<file path="src/rtl/rr_arbiter4.sv">
// rtl/rr_arbiter4.sv - four-requester round-robin arbiter with optional hold watchdog (ARB_TIMEOUT_EN)
module rr_arbiter4 #(
  parameter int MAX_HOLD = 15,
  parameter int CNT_W    = 4
) (
  input  logic       clk,
  input  logic       rst,
  input  logic       en,
  input  logic [3:0] req,
  output logic [3:0] gnt,
  output logic [1:0] gnt_idx,
  output logic       busy,
  output logic       timeout
);

  typedef enum logic {S_IDLE, S_GRANT} state_t;

  state_t     r_state, w_state_nxt;
  logic [3:0] r_gnt, w_gnt_nxt;
  logic [1:0] r_ptr, w_ptr_nxt;
  logic       r_busy;
  logic [3:0] w_elig;
  logic [3:0] w_owner;
  logic [3:0] w_elig_oth;
  logic [1:0] w_pick_all;
  logic [1:0] w_pick_oth;

  // First eligible index in the order ptr+1, ptr+2, ptr+3, ptr.
  function automatic logic [1:0] f_pick(input logic [3:0] elig, input logic [1:0] ptr);
    logic [1:0] idx;
    logic [1:0] cand;
    idx = ptr;
    for (int i = 4; i >= 1; i--) begin
      cand = ptr + 2'(i);
      if (elig[cand]) idx = cand;
    end
    return idx;
  endfunction

  function automatic logic [3:0] f_dec(input logic [1:0] idx);
    return 4'b0001 << idx;
  endfunction

`ifdef ARB_TIMEOUT_EN
  localparam logic [CNT_W-1:0] LP_LAST = CNT_W'(MAX_HOLD - 1);

  logic [3:0]       r_mask, w_mask_nxt;
  logic [CNT_W-1:0] r_cnt, w_cnt_nxt;
  logic             r_timeout, w_timeout_nxt;

  assign w_elig  = req & ~r_mask;
  assign timeout = r_timeout;
`else
  assign w_elig  = req;
  assign timeout = 1'b0;
`endif

  assign w_owner    = f_dec(r_ptr);
  assign w_elig_oth = w_elig & ~w_owner;
  assign w_pick_all = f_pick(w_elig, r_ptr);
  assign w_pick_oth = f_pick(w_elig_oth, r_ptr);

  // Next-state decision: grant from idle, hold, hand over on release, or revoke on watchdog expiry.
  always_comb begin
    w_state_nxt = r_state;
    w_gnt_nxt   = r_gnt;
    w_ptr_nxt   = r_ptr;
`ifdef ARB_TIMEOUT_EN
    w_mask_nxt    = r_mask & req;
    w_cnt_nxt     = r_cnt;
    w_timeout_nxt = 1'b0;
`endif
    if (!en) begin
      w_state_nxt = S_IDLE;
      w_gnt_nxt   = 4'b0000;
    end else if (r_state == S_IDLE) begin
      if (|w_elig) begin
        w_state_nxt = S_GRANT;
        w_ptr_nxt   = w_pick_all;
        w_gnt_nxt   = f_dec(w_pick_all);
`ifdef ARB_TIMEOUT_EN
        w_cnt_nxt   = '0;
`endif
      end
    end else if (!req[r_ptr]) begin
      if (|w_elig_oth) begin
        w_ptr_nxt = w_pick_oth;
        w_gnt_nxt = f_dec(w_pick_oth);
`ifdef ARB_TIMEOUT_EN
        w_cnt_nxt = '0;
`endif
      end else begin
        w_state_nxt = S_IDLE;
        w_gnt_nxt   = 4'b0000;
      end
`ifdef ARB_TIMEOUT_EN
    end else if (r_cnt == LP_LAST) begin
      // Owner held too long: mask it until it drops req, then pass on or go idle.
      w_timeout_nxt = 1'b1;
      w_mask_nxt    = (r_mask & req) | w_owner;
      w_cnt_nxt     = '0;
      if (|w_elig_oth) begin
        w_ptr_nxt = w_pick_oth;
        w_gnt_nxt = f_dec(w_pick_oth);
      end else begin
        w_state_nxt = S_IDLE;
        w_gnt_nxt   = 4'b0000;
      end
    end else begin
      w_cnt_nxt = r_cnt + CNT_W'(1);
`endif
    end
  end

  // State and output registers; reset parks ptr at 3 so the first search starts at 0.
  always_ff @(posedge clk or posedge rst) begin
    if (rst) begin
      r_state <= S_IDLE;
      r_gnt   <= 4'b0000;
      r_ptr   <= 2'b11;
      r_busy  <= 1'b0;
    end else begin
      r_state <= w_state_nxt;
      r_gnt   <= w_gnt_nxt;
      r_ptr   <= w_ptr_nxt;
      r_busy  <= (w_state_nxt == S_GRANT);
    end
  end

`ifdef ARB_TIMEOUT_EN
  // Watchdog state: hold counter, per-client mask and the revoke pulse.
  always_ff @(posedge clk or posedge rst) begin
    if (rst) begin
      r_mask    <= 4'b0000;
      r_cnt     <= '0;
      r_timeout <= 1'b0;
    end else begin
      r_mask    <= w_mask_nxt;
      r_cnt     <= w_cnt_nxt;
      r_timeout <= w_timeout_nxt;
    end
  end
`endif

  assign gnt     = r_gnt;
  assign gnt_idx = r_ptr;
  assign busy    = r_busy;

endmodule

</file>
<file path="config.mk">
export PLATFORM = sky130hd
export DESIGN_NAME = rr_arbiter4
export DESIGN_NICKNAME = d
export VERILOG_FILES = /design/src/rtl/rr_arbiter4.sv
export SDC_FILE = /design/constraint.sdc
export NUM_CORES = 1
export LEC_CHECK = 0
export ABC_AREA = 1
export ABC_CLOCK_PERIOD_IN_PS = 4900
export CAP_MARGIN = 40
export CELL_PAD_IN_SITES_DETAIL_PLACEMENT = 0
export CELL_PAD_IN_SITES_GLOBAL_PLACEMENT = 1
export CORE_AREA = 2 2 55 57
export DETAILED_ROUTE_END_ITERATION = 16
export DIE_AREA = 0 0 57 59
export PLACE_DENSITY = 0.72
export REMOVE_ABC_BUFFERS = 1
export SLEW_MARGIN = 20
export SYNTH_ARGS = -nofsm -noshare
export SYNTH_HDL_FRONTEND = slang
export SYNTH_SLANG_ARGS = --single-unit
export TNS_END_PERCENT = 10
</file>
<file path="constraint.sdc">
create_clock -name clk -period 4.9 [get_ports clk]
set_input_delay 0.49 -clock clk [delete_from_list [all_inputs] [get_ports clk]]
set_output_delay 0.49 -clock clk [all_outputs]
set_load 0.03 [all_outputs]
</file>
# Word level (Yosys, flattened, before mapping)

Index checks and enable logic that the tools add are counted.

Bitwise logic cells: 2
Equality and inequality tests: 4
Reduce and logical (&&, ||, !) cells: 5
$lt $le $gt $ge: 4
Div/mod/pow operators: 0
Add/subtract/negate cells: 3
Muxes and demuxes: 34
Multiply operators: 0
Shifts and indexed selects: 3

Operator list:

| cell                | number |
|---|---|
| $mux 2              | 10 |
| $mux 4              | 5 |
| $bmux 1 s2          | 7 |
| $lt 2x3->1 const B  | 4 |
| $mux 1              | 12 |
| $shl 1x2->4 const A | 3 |
| $reduce_or 4->1     | 2 |
| $add 2x2->2 const B | 2 |
| $and 4x4->4         | 1 |
| $not 4->4           | 1 |
| $reduce_and 4->1    | 1 |
| $ne 3x1->1 const B  | 1 |
| $ne 3x3->1 const B  | 1 |
| $add 2x1->2 const B | 1 |
| $ne 2x1->1 const B  | 1 |
| $ne 2x2->1 const B  | 1 |
| $reduce_and 2->1    | 1 |
| $reduce_bool 2->1   | 1 |

Word-level logic and storage cells: 58
Memory bits (writable): 0
Register bits after elaboration: 7
Bits in read-only memories: 0
Input port bits: 7
Memories kept: 0
Bits in latches: 0

# Depth between registers and ports, before layout

Word-level depth: 13
Depth in mapped cells: 16

# Worst setup path before layout

No wires, ideal clock.

Path type: register to register
From: register r_ptr[0], in the netlist gnt_idx[0]
To: register r_gnt[0], in the netlist gnt[0]
Cell stages (with the launch flop): 16
Setup slack: 2865 ps
Clock period less this slack: 2035 ps
Arrival: 1919 ps
Buffers on the path: 1
Cell sequence: dfstp_2 buf_6 inv_8 ha_1 inv_1 nand3_2 nand2_1 nand3_1 nand2_1 nand2_1 nand2_2 inv_1 nand2_1 nand2_1 nand2_1 nand2_1

Cells in the longest elaborated chain, start to end: 13
Elaborated cells between the ends (all ways): 36
Classes of those cells: 3 x add/sub; 1 x eq/ne; 3 x shift; 25 x mux; 2 x bitwise; 2 x reduce/logical

RTL lines:

| item                                                 | line | source |
|---|---|---|
| start, declared                                      | 20   | `logic [1:0] r_ptr, w_ptr_nxt;` |
| start signal, assigned                               | 125  | `r_ptr <= w_ptr_nxt;` |
| branches (longest 13 deep; another with $add 2x2->2) | -    |  |
| end signal, assigned                                 | 124  | `r_gnt <= w_gnt_nxt;` |
| end, declared                                        | 19   | `logic [3:0] r_gnt, w_gnt_nxt;` |

Several ways; the timed one is not identified. The select of a mux whose other input is x is not followed.
A chain may end at the register's enable or synchronous reset.

# Worst setup path after layout

From: register r_ptr[0], in the netlist gnt_idx[0]
To: output gnt_idx[0]

RTL lines:

| item          | line | source |
|---|---|---|
| end, declared | 11   | `output logic [1:0] gnt_idx,` |

No word-level cell between the ends.

==> flow_summary.ini <==
[timing]
whs_ns = 0.476
finalHoldViolCount = 0
finalSetupViolCount = 0
fin_crit_sh_pct = 44.0
slew_viol_final = 0
max_freq_mhz = 464
rsz0062_at_grt = false
min_period_ns = 2.15
tns_ns = 0
clock_skew_ns = 0.00183

[clocking]
clkSinkCount = 7
holdBufCountCts = 0
cts-root-buf = clkbuf_4
cts_made_buffers = 3
cts_tree = done
ctsResizeCount = 0
cts_buffer_depth = 2
htree_levels = 1
clk-insertion-delay-late_ns = 0.24
cts_setup_buffers = 0
path_clk_slew_ns = 0.05

[routing]
vias = 841
drt_iter0_drc = 14
drtPass1Iterations = 4
drt-wirelength-per-cell_um = 9.85
drt-total-wl_um = 1790
route.antenna.remaining_nets = 0
drc = 0
vias_per_cell = 4.62

[floorplanning]
die_h_um = 59
num_rows = 19
initial_core_util_pct = 29.6
design.portCount = 15
core-area_mm2 = 0.00271
die_area_mm2 = 0.00336
die_w_um = 57

[final_layout]
final_core_util_pct = 35.9
instances_no_fill = 182
area_growth_pct = 21.4
final_nets = 163
layout.area.seq_um2 = 178
fillers = 330
drive_gt1_share_pct = 11.9
multi_input_area_um2 = 510
diodes = 0

[pwr]
p_total_uw = 712
leakage_uw = 0.000565
peakVddDrop_mv = 0.276
power_density_mw_per_mm2 = 732

[status]
status = complete, no violations

[synth]
avgSynthCellArea_um2 = 5.85
synth-edff-count = 0
yosysMostFrequentCell = nand2_1
synth_seq_cells = 7
synth_top_area_share_pct = 28.5
yosysUniqueCellTypes = 25
syn_area_um2 = 802
synth_ff_type = dfrtp_1
ys_seq_area_share_pct = 22.2
async_flop_share_pct = 100
synth_common_cells = 61 x nand2_1, 19 x inv_1, 15 x nand3_1
synth_warnings = 0
yosys-top-cells-area = nand2_1 29%, dfrtp_1 16%, nand3_1 9.4%
synth_top_cell_by_area = nand2_1
syn_inst = 137

[place]
placedCellCount = 178
place.port_buffers = 13
dp_hpwl_um = 1570
gp_congestion = 0.818

[critical_path]
crit_path_max_fanout = 12
cp.arrival_ns = 1.66
cp_num_buf_inv = 1
cp-start-kind = flip-flop
worstPathCellList = clkdlybuf4s50_1
crit_family = buffers and inverters
crit_required_ns = 4.41
crit_slowest_cell = clkdlybuf4s50_1
max_stage_delay_ns = 0.73
endpoint_kind = output port
criticalPathCategory = flip-flop to output port

[global_routing]
grt_overflow = 0
grt_max_degree = 13
first_global_vias = 807
grt_usage_pct = 11.9
grt_pass1_wl_um = 3230
antenna_found_initial = 0

[job]
cap_viol_max_count = 0

[min_path]
hp-class = input port to asynchronous set/reset pin
## metrics by stage
| step | cell area (um^2) | setup WS, ns |
|---|---|---|
| floorplan | 778 | 2.86 |
| global placement | 947 | 2.76 |
| detailed placement | 947 | 2.76 |
| CTS | 973 | 2.73 |
| global route | 973 | 2.55 |
| finish | 973 | 2.75 |
## final cells by class
type / count / area share [%]
repair buffers: 13 / 13.4
flip-flops and latches: 7 / 18.3
well taps: 31 / 3.98
inverters: 22 / 9.25
clock buffers: 4 / 2.70
multi-input cells: 105 / 52.4
## power by group
part           leakage (uW)  switching [uW]  internal, uW
sequential        0.0000870            38.2          90.1
clock             0.0000150            16.8          30.8
combinational      0.000463             344           193
## routing by layer
layer / track usage (%) / part of all wire, % / vias up
li1: - / - / 448
met1: 14.5 / 47 / 384
met2: 22.0 / 52 / 7
met3: 1.31 / 1.1 / 2
met4: 3.99 / 0.67 / 0
met5: 0 / 0 / -
## worst paths after layout
path                       cells after the start  slack [ns]    endpoint       start
max                                            1        2.75  gnt_idx[0]  gnt_idx[0]
min                                            2        0.48      gnt[2]         rst
max reg2reg                                   14        2.78      gnt[0]  gnt_idx[0]
min reg2reg                                    2        0.48      gnt[1]      gnt[1]
max in group asynchronous                      2        4.16  gnt_idx[1]         rst
min in group clk                               2        0.48      gnt[1]      gnt[1]
## cell families (layout without fill, tap and decap cells)
| group | after synthesis | after routing | synth area share, % |
|---|---|---|---|
| AND/OR/NAND/NOR | 93 | 93 | 52.3 |
| buffers and inverters | 25 | 39 | 14.2 |
| AO/OA/AOI/OAI | 7 | 7 | 4.68 |
| flip-flops | 7 | 7 | 22.2 |
| adder cells (fa/ha/maj) | 4 | 4 | 6.24 |
| other | 1 | 1 | 0.468 |
## layout by cell type, fill, tap and decap left out
cell type	n
nand2_1	61
inv_1	19
nand3_1	15
clkdlybuf4s50_1	13
dfrtp_1	5
nand2_2	4
ha_1	4
nand3_2	3
o21ai_0	3
nor2_1	3
clkbuf_4	3
inv_2	2
a21oi_1	2
nor2_2	2
dfstp_2	2
inv_8	1
nand2_4	1
nand4_1	1
nor3_1	1
a21boi_0	1
and2_1	1
o21ai_1	1
nand3b_1	1
conb_1	1
clkbuf_1	1
## state kept, by name, summed over array words and instances (netlist names)
name     flops
gnt          4
gnt_idx      2
busy         1
Note: power is estimated with default switching activity, not from simulation.
